File: src/rtl/t04_control_sequencer.sv
// Multicycle control sequencer for the team 04 RV32I core.
// Walks each instruction through FETCH, DECODE, EXEC, optional MEM and WB,
// handshaking with the instruction and data memories over req/ack pairs.
// A bounded wait counter turns a missing ack into a sticky fault and HALT.
module t04_control_sequencer #(
    parameter int unsigned CNT_W   = 16,
    parameter int unsigned TIMEOUT = 255
) (
    input  logic             clk,
    input  logic             rst,
    input  logic             en,
    input  logic [6:0]       opcode,
    input  logic             i_ack,
    input  logic             d_ack,
    output logic             i_req,
    output logic             d_read,
    output logic             d_write,
    output logic             ir_load,
    output logic             alu_src,
    output logic             reg_write,
    output logic             pc_en,
    output logic [1:0]       wb_sel,
    output logic [2:0]       state,
    output logic             fault,
    output logic [CNT_W-1:0] instr_count
);

    // Wait counter only needs to hold 0..TIMEOUT-1; the last value is the
    // final cycle in which an ack is still accepted.
    localparam int unsigned WAIT_W = (TIMEOUT < 2) ? 1 : $clog2(TIMEOUT);
    localparam logic [WAIT_W-1:0] WAIT_LAST = WAIT_W'(TIMEOUT - 1);

    localparam logic [6:0] OP_R      = 7'b0110011;
    localparam logic [6:0] OP_IMM    = 7'b0010011;
    localparam logic [6:0] OP_LOAD   = 7'b0000011;
    localparam logic [6:0] OP_STORE  = 7'b0100011;
    localparam logic [6:0] OP_BRANCH = 7'b1100011;
    localparam logic [6:0] OP_JAL    = 7'b1101111;
    localparam logic [6:0] OP_JALR   = 7'b1100111;
    localparam logic [6:0] OP_LUI    = 7'b0110111;
    localparam logic [6:0] OP_AUIPC  = 7'b0010111;

    localparam logic [1:0] WB_ALU = 2'd0;
    localparam logic [1:0] WB_MEM = 2'd1;
    localparam logic [1:0] WB_PC4 = 2'd2;
    localparam logic [1:0] WB_IMM = 2'd3;

    typedef enum logic [2:0] {
        StIdle   = 3'd0,
        StFetch  = 3'd1,
        StDecode = 3'd2,
        StExec   = 3'd3,
        StMem    = 3'd4,
        StWb     = 3'd5,
        StHalt   = 3'd6
    } state_e;

    state_e            state_q, state_d;
    logic [6:0]        op_q, op_d;
    logic [WAIT_W-1:0] wait_q, wait_d;
    logic              fault_q, fault_d;
    logic [CNT_W-1:0]  cnt_q, cnt_d;

    // SYSTEM (1110011) is deliberately absent so it falls through to HALT.
    function automatic logic is_legal(input logic [6:0] op);
        unique case (op)
            OP_R, OP_IMM, OP_LOAD, OP_STORE, OP_BRANCH,
            OP_JAL, OP_JALR, OP_LUI, OP_AUIPC: is_legal = 1'b1;
            default:                           is_legal = 1'b0;
        endcase
    endfunction

    function automatic logic [1:0] wb_sel_of(input logic [6:0] op);
        unique case (op)
            OP_LOAD:         wb_sel_of = WB_MEM;
            OP_JAL, OP_JALR: wb_sel_of = WB_PC4;
            OP_LUI:          wb_sel_of = WB_IMM;
            default:         wb_sel_of = WB_ALU;
        endcase
    endfunction

    logic is_load, is_store, is_branch, alu_imm;
    logic [1:0] wb_sel_op;

    // Instruction class decoded from the latched opcode.
    always_comb begin
        is_load   = (op_q == OP_LOAD);
        is_store  = (op_q == OP_STORE);
        is_branch = (op_q == OP_BRANCH);
        alu_imm   = !((op_q == OP_R) || is_branch);
        wb_sel_op = wb_sel_of(op_q);
    end

    // Next-state logic: sequencing, opcode latch, wait counter and fault.
    always_comb begin
        state_d = state_q;
        op_d    = op_q;
        wait_d  = wait_q;
        fault_d = fault_q;

        unique case (state_q)
            StIdle: begin
                if (en) state_d = StFetch;
            end
            StFetch: begin
                if (i_ack) begin
                    state_d = StDecode;
                end else if (wait_q == WAIT_LAST) begin
                    state_d = StHalt;
                    fault_d = 1'b1;
                end else begin
                    wait_d = wait_q + WAIT_W'(1);
                end
            end
            StDecode: begin
                op_d    = opcode;
                state_d = is_legal(opcode) ? StExec : StHalt;
            end
            StExec: begin
                if (is_load || is_store) begin
                    state_d = StMem;
                end else if (is_branch) begin
                    state_d = en ? StFetch : StIdle;
                end else begin
                    state_d = StWb;
                end
            end
            StMem: begin
                if (d_ack) begin
                    if (is_load) state_d = StWb;
                    else         state_d = en ? StFetch : StIdle;
                end else if (wait_q == WAIT_LAST) begin
                    state_d = StHalt;
                    fault_d = 1'b1;
                end else begin
                    wait_d = wait_q + WAIT_W'(1);
                end
            end
            StWb: begin
                state_d = en ? StFetch : StIdle;
            end
            StHalt: begin
                state_d = StHalt;
            end
            default: begin
                state_d = StIdle;
            end
        endcase

        // Any state change starts a fresh wait window; this covers every
        // entry into FETCH and MEM, the only states that consult it.
        if (state_d != state_q) wait_d = '0;
    end

    // Moore outputs from state and latched opcode; ir_load and the store
    // retire strobe additionally qualify on their ack.
    always_comb begin
        i_req     = 1'b0;
        ir_load   = 1'b0;
        d_read    = 1'b0;
        d_write   = 1'b0;
        alu_src   = 1'b0;
        reg_write = 1'b0;
        pc_en     = 1'b0;
        wb_sel    = WB_ALU;

        unique case (state_q)
            StFetch: begin
                i_req   = 1'b1;
                ir_load = i_ack;
            end
            StExec: begin
                alu_src = alu_imm;
                pc_en   = is_branch;
            end
            StMem: begin
                alu_src = alu_imm;
                d_read  = is_load;
                d_write = is_store;
                pc_en   = is_store && d_ack;
            end
            StWb: begin
                alu_src   = alu_imm;
                reg_write = 1'b1;
                pc_en     = 1'b1;
                wb_sel    = wb_sel_op;
            end
            default: ;
        endcase
    end

    // Retired-instruction counter, wraps naturally at 2^CNT_W.
    always_comb begin
        cnt_d = pc_en ? cnt_q + CNT_W'(1) : cnt_q;
    end

    // State register with synchronous reset.
    always_ff @(posedge clk) begin
        if (rst) begin
            state_q <= StIdle;
            op_q    <= '0;
            wait_q  <= '0;
            fault_q <= 1'b0;
            cnt_q   <= '0;
        end else begin
            state_q <= state_d;
            op_q    <= op_d;
            wait_q  <= wait_d;
            fault_q <= fault_d;
            cnt_q   <= cnt_d;
        end
    end

    assign state       = state_q;
    assign fault       = fault_q;
    assign instr_count = cnt_q;

endmodule
File: config.mk
export PLATFORM = sky130hd
export DESIGN_NAME = t04_control_sequencer
export DESIGN_NICKNAME = d
export VERILOG_FILES = /design/src/rtl/t04_control_sequencer.sv
export SDC_FILE = /design/constraint.sdc
export NUM_CORES = 1
export LEC_CHECK = 0
export CAP_MARGIN = 20
export CORE_MARGIN = 1.5
export CORE_UTILIZATION = 48
export CTS_BUF_LIST = sky130_fd_sc_hd__clkbuf_8
export DETAILED_ROUTE_END_ITERATION = 16
export PLACE_DENSITY = 0.79
export RECOVER_POWER = 100
export SYNTH_ARGS = -nofsm -noshare
export SYNTH_HDL_FRONTEND = slang
export SYNTH_SLANG_ARGS = --single-unit
File: constraint.sdc
create_clock -name clk -period 1.8 [get_ports clk]
set_input_delay 0.36 -clock clk [delete_from_list [all_inputs] [get_ports clk]]
set_output_delay 0.36 -clock clk [all_outputs]
set_load 0.05 [all_outputs]
Yosys cells after proc, flatten, opt, wreduce, memory -nomap -nowiden

Cells that the tools add are included.

Word-level logic and storage cells: 73
Register bits after elaboration: 35

Equal/unequal tests: 26
Add/subtract/negate cells: 2
Muxes and demuxes: 29
Reductions and logical operators: 11

Operators with widths:

| kind                                                 | count |
|---|---|
| equality test 7 x 6 -> 1 bit (second input constant) | 6 |
| equality test 7 bit (second input constant)          | 6 |
| two-way mux 3 bit                                    | 8 |
| two-way mux 8 bit                                    | 3 |
| case mux 3 bit (7 select lines)                      | 1 |
| adder 16 x 1 -> 16 bit (second input constant)       | 1 |
| case mux 8 bit (2 select lines)                      | 1 |
| equality test 7 x 2 -> 1 bit (second input constant) | 2 |
| equality test 7 x 5 -> 1 bit (second input constant) | 2 |
| two-way mux 1 bit                                    | 12 |
| equality test 3 bit (second input constant)          | 3 |
| OR reduction 9 bit                                   | 1 |
| adder 8 x 1 -> 8 bit (second input constant)         | 1 |
| equality test 8 bit (second input constant)          | 1 |
| equality test 3 x 2 -> 1 bit (second input constant) | 2 |
| case mux 2 bit (3 select lines)                      | 1 |
| != test 2 bit (second input constant)                | 2 |
| OR reduction 2 bit                                   | 2 |
| equality test 3 x 1 -> 1 bit (second input constant) | 1 |
| zero test 3 bit                                      | 1 |
| != test 3 bit                                        | 1 |
| case mux 1 bit (3 select lines)                      | 1 |
| AND reduction 3 bit                                  | 1 |
| OR reduction 3 bit                                   | 1 |
| 6 further kinds                                      | 7 |

Longest topological paths before layout

Gate-level depths: netlist of the first run.

Depth in word-level cells: 8
Depth in mapped cells: 8

Worst setup path after synthesis of the first run

No wires, ideal clock.

Path type: reg2reg
From: reg state_q[0] (netlist: state[0])
To: reg wait_q[1]
Arrival time: 3.218 ns
Cell stages (with the launch flop): 7
Buffers on the path: 1
Clock period less this slack: 3.360 ns
Required time: 1.658 ns
Slack: -1.560 ns
Library setup time: 0.142 ns
Cells stage by stage: dfxtp_1 > buf_6 > nor3b_1 > and2_1 > o31ai_1 > nand4_1 > nor4b_1

Longest elaborated chain between the ends: 5

RTL lines:

| element                              | line     | RTL |
|---|---|---|
| start: declaration                   | 58       | `state_e state_q, state_d;` |
| start signal: assignment             | 200      | `state_q <= StIdle;` |
| start signal: assignment             | 206      | `state_q <= state_d;` |
| two-way mux 3 bit                    | 108, 132 |  |
| two-way mux 3 bit (on tied branches) | 129, 106 |  |
| case mux 3 bit (7 select lines)      | 101      | `unique case (state_q)` |
| != test 3 bit                        | 152      | `if (state_d != state_q) wait_d = '0;` |
| OR reduction 2 bit (no source line)  | --       |  |
| end signal: assignment               | 208      | `wait_q <= wait_d;` |
| end: declaration                     | 60       | `logic [WAIT_W-1:0] wait_q, wait_d;` |

Several ways; a longest one is shown, not always the timed one.
A chain may end at the register's enable or synchronous reset.

Final worst setup path of the first run

From: reg op_q[3]
To: reg cnt_q[12] (netlist: instr_count[12])

Longest elaborated chain between the ends: 3

RTL lines:

| element                             | line | RTL |
|---|---|---|
| start: declaration                  | 59   | `logic [6:0] op_q, op_d;` |
| start signal: assignment            | 207  | `op_q <= op_d;` |
| equality test 7 x 6 -> 1 bit        | 88   | `is_store = (op_q == OP_STORE);` |
| logical AND 1 bit                   | 180  | `pc_en = is_store && d_ack;` |
| case mux 1 bit (3 select lines) (*) | 167  | `unique case (state_q)` |
| end signal: assignment              | 210  | `cnt_q <= cnt_d;` |
| end: declaration                    | 62   | `logic [CNT_W-1:0] cnt_q, cnt_d;` |

Every way passes the cells marked *; elsewhere a longest branch is shown, timed or not.

==> results.py, run 1 <==
metrics = {
    "detailed_routing": {
        "via_per_inst": 7.30,
        "wl_met1_mm": 3.88,
        "met3_wirelength_mm": 1.55,
        "routedWlPerCell_um": 27.8,
        "drt-initial-drc-count": 673,
        "drc": 0,
        "wl_met2_mm": 5.10,
        "ant_nets": 0,
        "drt-pass1-iter-count": 7,
        "highest_layer": "met4",
        "routed_wl_mm": 11.9,
        "vias": 3131,
    },
    "final_layout": {
        "finalInstanceArea_um2": 3710,
        "drive_gt1_frac": 0.491,
        "regArea_um2": 728,
        "layout.nets": 393,
        "antennaDiodeCount": 0,
        "syn_to_final_growth_pct": 84.9,
        "multi_input_area_um2": 1620,
        "filler_cell_count": 136,
        "post-route-util": 0.927,
        "layout.cells.non_filler": 429,
    },
    "logic_synthesis": {
        "synth_ff_type": "dfxtp_1",
        "yosysTopAreaCellShare": 0.349,
        "ys_ff_latch": 35,
        "synthCells": 253,
        "ys_seq_area_frac": 0.349,
        "yosysMostFrequentCell": "dfxtp_1",
        "syn-num-nets": 268,
        "syn-cell-area_um2": 2010,
        "yosys-top-cells-count": "35 x dfxtp_1, 25 x a21oi_1, 25 x nand2_1",
        "ys_top_cells_by_area": "dfxtp_1 35%, a21oi_1 6.2%, nand2_1 4.7%, o31ai_1 4.1%, nor3_1 4.0%",
        "ys_types": 44,
        "avgSynthCellArea_um2": 7.93,
        "synth_edf_count": 0,
        "synth-async-reset-ratio": 0,
        "yosysWarnings": 0,
        "synth_top_area_cell": "dfxtp_1",
    },
    "floorplan": {
        "rows": 23,
        "io_pins": 41,
        "core_um2": 4000,
        "die_h_um": 67.6,
        "die_w_um": 67.6,
        "initial_core_util": 0.501,
        "dieArea_um2": 4580,
    },
    "sta": {
        "max_slew.worst_pin.slew_ns": 0.661,
        "maxSlewHeadroom": 0.561,
        "setup_viol": 43,
        "fin_ws_ns": -0.426,
        "period_share": 1.24,
        "drv_slew": 0,
        "final.min_clock_period_ns": 2.23,
        "hold-worst-slack_ns": 0.529,
        "fin_tns_setup_ns": -9.78,
        "finClkSkew_ns": 0.0169,
        "finalHoldViolations": 0,
        "rsz0062_at_grt": "yes",
        "fmax_mhz": 449,
    },
    "setup_path": {
        "crit_path_max_fanout": 6,
        "crit_top_cell": "buf_4",
        "cp_num_cells": 8,
        "arrival_ns": 2.39,
        "worstPathRequired_ns": 1.97,
        "crit_buf_inv": 3,
        "start_kind": "register",
        "end_kind": "register",
        "crit_type": "reg2reg",
        "r2r_cells": 8,
        "crit_path_max_incr_delay_ns": 0.59,
        "critPathTopFamily": "compound AO/OA/AOI/OAI gates",
        "critPathSlowestCell": "o41ai_1",
        "crit_chain": "buf_6 -> and3b_2 -> nand3_4 -> buf_4 -> buf_4 -> o21a_4 -> o41ai_1 -> a21oi_2",
    },
    "grt": {
        "grt_max_degree": 28,
        "overflow": 0,
        "grt_pass1_vias": 2360,
        "grt_usage": 0.319,
        "antenna_found_initial": 0,
        "grt_pass1_wl_mm": 11.0,
    },
    "clock_tree": {
        "path_clk_slew_ns": 0.08,
        "cts.sinks": 35,
        "hold_buffers": 0,
        "insertion_delay_ns": 0.31,
        "cts_buffers": 5,
        "clock_tree.buffer_depth": 2,
        "cts_tree": "done",
        "root_buffer": "clkbuf_8",
        "cts_max_level": 2,
    },
    "pwr": {
        "power_mw": 2.02,
        "peakVddDrop_mv": 0.549,
        "power.density_nw_per_um2": 544,
        "p_leak_nw": 1.35,
    },
    "placed_design": {
        "dp_hpwl_mm": 4.24,
        "dp_cells": 382,
        "gp_congestion": 0.910,
        "io_buffers": 40,
        "pre_cts_slack_ns": -0.645,
        "place_area_um2": 2930,
    },
    "outcome": {
        "status": "finished, violations left",
        "failed_checks": "negative setup slack",
    },
    "hold_path": {
        "hp-class": "reg2reg",
        "min_path_cells": 2,
    },
    "run": {
        "cap_violations": 0,
    },
}
[kinds of logic (layout without fill, tap and decap cells)]
kind of cell / Yosys count / count (layout) / synth area share
adders and majority gates: 3 / 3 / 0.0187
buffers and inverters: 29 / 153 / 0.0711
DFF: 35 / 35 / 0.349
muxes: 4 / 4 / 0.0212
and+or+nand+nor: 115 / 115 / 0.313
AOI/OAI and AO/OA: 58 / 60 / 0.187
xor gates and xnor gates: 9 / 9 / 0.0393
[per-layer routing]
metal	global-route usage	up-vias
met5	0	-
li1	-	1194
met1	0.370	1368
met4	0.153	0
met2	0.554	392
met3	0.0683	177
[layout by cell type, fill, tap and decap left out, types with 4 or more instances in the layout]
master / instances
a21oi_1: 18
clkdlybuf4s50_1: 10
or4_1: 6
nor4_4: 4
o31ai_1: 5
clkbuf_2: 6
xnor2_1: 7
clkbuf_8: 5
dfxtp_1: 23
a21oi_2: 7
nor3_1: 7
o21ai_0: 4
buf_4: 66
nand3_1: 7
dfxtp_4: 5
buf_6: 22
inv_1: 12
nand2_1: 24
nand2b_1: 4
nor3_2: 6
dfxtp_2: 7
nor4_1: 4
clkbuf_1: 17
nand4_1: 8
or4_4: 4
buf_12: 10
nor2_1: 13
[area by class of cell]
cell class	count	area share
multi-input combinational	191	0.436
timing repair buffer	132	0.313
sequential	35	0.196
clock buffer	5	0.0186
tap	50	0.0169
inverter	13	0.0155
clock inverter	3	0.00337
[state kept, by name (all words and copies together) (netlist names)]
signal and flops:
instr_count 16, wait_q 8, op_q 7, state 3, fault 1
[worst paths after layout]
kind | start | to | slack (ns)
min | instr_count[5] | instr_count[5] | 0.53
max reg2reg | op_q[3] | instr_count[12] | -0.43
max | op_q[3] | instr_count[12] | -0.43
min reg2reg | instr_count[5] | instr_count[5] | 0.53
[worst register-to-register path: cells and delay by family (launching register included)]
| family | cells | cell delay, ns |
|---|---|---|
| and+or+nand+nor | 2 | 0.38 |
| AOI/OAI and AO/OA | 3 | 0.94 |
| DFF | 1 | 0.34 |
| buffers and inverters | 3 | 0.43 |
[timing repair]
item | in CTS | in global routing
setup buffers | 14 | 24
pin swaps | 24 | 21
setup endpoints to repair | 34 | 33
cloned | 2 | 2
gates resized for setup | 46 | 60
[power breakdown]
part	internal, mW	total, mW	switching, mW
Combinational	0.285	0.607	0.322
Sequential	0.786	0.813	0.0277
Clock	0.261	0.598	0.336
Total	1.33	2.02	0.686
Power figures use the tool's default switching activity.
==> run 2: changes to the inputs <==
GPL_TIMING_DRIVEN = 0   (was not set)
==> results.py, run 2 (same netlist as run 1, synthesis figures left out) <==
metrics = {
    "sta": {
        "drv_slew": 0,
        "hold-worst-slack_ns": 0.482,
        "fin_ws_ns": -0.436,
        "fmax_mhz": 447,
        "period_share": 1.24,
        "fin_tns_setup_ns": -8.08,
        "maxSlewHeadroom": 0.476,
        "rsz0062_at_grt": "yes",
        "finClkSkew_ns": 0.00490,
        "final.min_clock_period_ns": 2.24,
        "max_slew.worst_pin.slew_ns": 0.786,
        "setup_viol": 28,
        "finalHoldViolations": 0,
    },
    "placed_design": {
        "gp_congestion": 0.870,
        "dp_hpwl_mm": 3.58,
        "io_buffers": 39,
        "place_area_um2": 2570,
    },
    "final_layout": {
        "layout.nets": 334,
        "drive_gt1_frac": 0.313,
        "antennaDiodeCount": 0,
        "layout_common_cells": "24 x nand2_1, 23 x dfxtp_1, 19 x a21oi_1, 19 x dlygate4sd2_1, 16 x buf_6",
        "syn_to_final_growth_pct": 53.7,
        "finalInstanceArea_um2": 3080,
        "multi_input_area_um2": 1460,
        "regArea_um2": 723,
        "filler_cell_count": 296,
        "final_common_cell": "nand2_1",
        "largest_register_ffs": 16,
    },
    "detailed_routing": {
        "wl_met1_mm": 2.63,
        "wl_met2_mm": 3.16,
        "vias": 2196,
        "drt-initial-drc-count": 98,
        "ant_nets": 0,
        "met3_wirelength_um": 333,
        "routed_wl_mm": 6.21,
        "via_per_inst": 5.95,
        "drc": 0,
        "drt-pass1-iter-count": 4,
        "highest_layer": "met4",
        "routedWlPerCell_um": 16.8,
    },
    "pwr": {
        "p_leak_nw": 1.12,
        "power.density_nw_per_um2": 565,
        "peakVddDrop_mv": 0.347,
    },
    "setup_path": {
        "r2r_cells": 11,
        "r2r_end": "instr_count[8]",
        "crit_type": "reg2out",
        "arrival_ns": 1.88,
        "start_kind": "register",
        "worstPathRequired_ns": 1.44,
        "cp-startpoint": "state[0]",
        "end_kind": "primary output",
        "crit_path_max_fanout": 5,
        "rrSetupSlack_ns": -0.42,
        "r2r_start": "state[0]",
    },
    "clock_tree": {
        "cts_buffers": 5,
        "root_buffer": "clkbuf_8",
        "cts_max_level": 2,
        "clock_tree.buffer_depth": 2,
        "cts.sinks": 35,
        "cts_tree": "done",
        "insertion_delay_ns": 0.29,
        "path_clk_slew_ns": 0.07,
        "hold_buffers": 0,
    },
    "outcome": {
        "failed_checks": "negative setup slack",
        "status": "finished, violations left",
    },
    "run": {
        "cap_violations": 0,
    },
    "hold_path": {
        "min_from": "op_q[1]",
        "hp-class": "reg2reg",
        "min_path_cells": 2,
        "min_to": "op_q[1]",
    },
    "grt": {
        "grt_usage": 0.266,
        "antenna_found_initial": 0,
        "overflow": 0,
        "grt_pass1_vias": 1936,
        "grt_pass1_wl_mm": 9.25,
        "grt_max_degree": 11,
    },
    "floorplan": {
        "core_um2": 4000,
        "dieArea_um2": 4580,
        "die_w_um": 67.6,
        "initial_core_util": 0.501,
        "die_h_um": 67.6,
        "io_pins": 41,
        "rows": 23,
    },
}
run 2: changes by cell type in the layout (fill, tap and decap cells not counted), moves of 6 or more:
| cell | delta |
|---|---|
| clkbuf_2 | -6 |
| clkbuf_1 | -10 |
| buf_4 | -52 |
| buf_6 | -6 |
| nor3_1 | +6 |
| buf_12 | -10 |
| dlygate4sd2_1 | +19 |
run 2: area by class of cell:
| type | count | area share |
|---|---|---|
| Tap cell | 50 | 0.0203 |
| Clock buffer | 6 | 0.0268 |
| Clock inverter | 1 | 0.00162 |
| Sequential cell | 35 | 0.235 |
| Buffer | 15 | 0.0426 |
| Inverter | 13 | 0.0170 |
| Multi-Input combinational cell | 189 | 0.474 |
| Timing Repair Buffer | 60 | 0.183 |
run 2: worst max path at each step:
stage / cells after the start / to
finish: 8 / pc_en
global route: 8 / pc_en
CTS: 8 / pc_en
detailed placement: 8 / pc_en
global placement: 8 / pc_en
floorplan: 7 / instr_count[7]
run 2: critical path: stages, from the launching register on:
cell and delay (ns):
dfxtp_4 0.35, buf_6 0.12, nand4bb_4 0.19, mux2_4 0.29, o21a_4 0.21, buf_8 0.13, buf_8 0.11, clkinvlp_4 0.06
buf_8 0.13
run 2: routing by layer:
| metal | GRT usage | up-vias |
|---|---|---|
| met5 | 0 | - |
| met4 | 0.0944 | 0 |
| met3 | 0.0633 | 9 |
| met2 | 0.439 | 76 |
| met1 | 0.336 | 1041 |
| li1 | - | 1070 |
run 2: what timing repair did:
action | in CTS | in global routing
gates cloned | 1 | 0
resized for setup | 125 | 34
setup endpoints to repair | 51 | 36
buffers inserted | 12 | 9
pin swaps | 29 | 12
run 2: metrics by stage:
stage                     std cells   util  worst slack (ns)  total power [mW]
after floorplan                 253      -            -0.229              1.01
after global placement          342  0.642             -1.25              1.10
after detailed placement        342  0.642             -1.25              1.10
after CTS                       362  0.726            -0.467              1.72
after global routing            369  0.771            -0.496              1.82
final                           369  0.771            -0.436              1.74
run 2: power breakdown:
part	total, mW	switching [mW]	internal (mW)
Clock	0.582	0.282	0.300
Sequential	0.806	0.0181	0.788
Combinational	0.352	0.201	0.151
==> run 3: changes to the inputs <==
CTS_CLUSTER_SIZE = 25   (was not set)
==> results of run 3 <==
Final layout, timing and power as in run 2 (identical DEF).
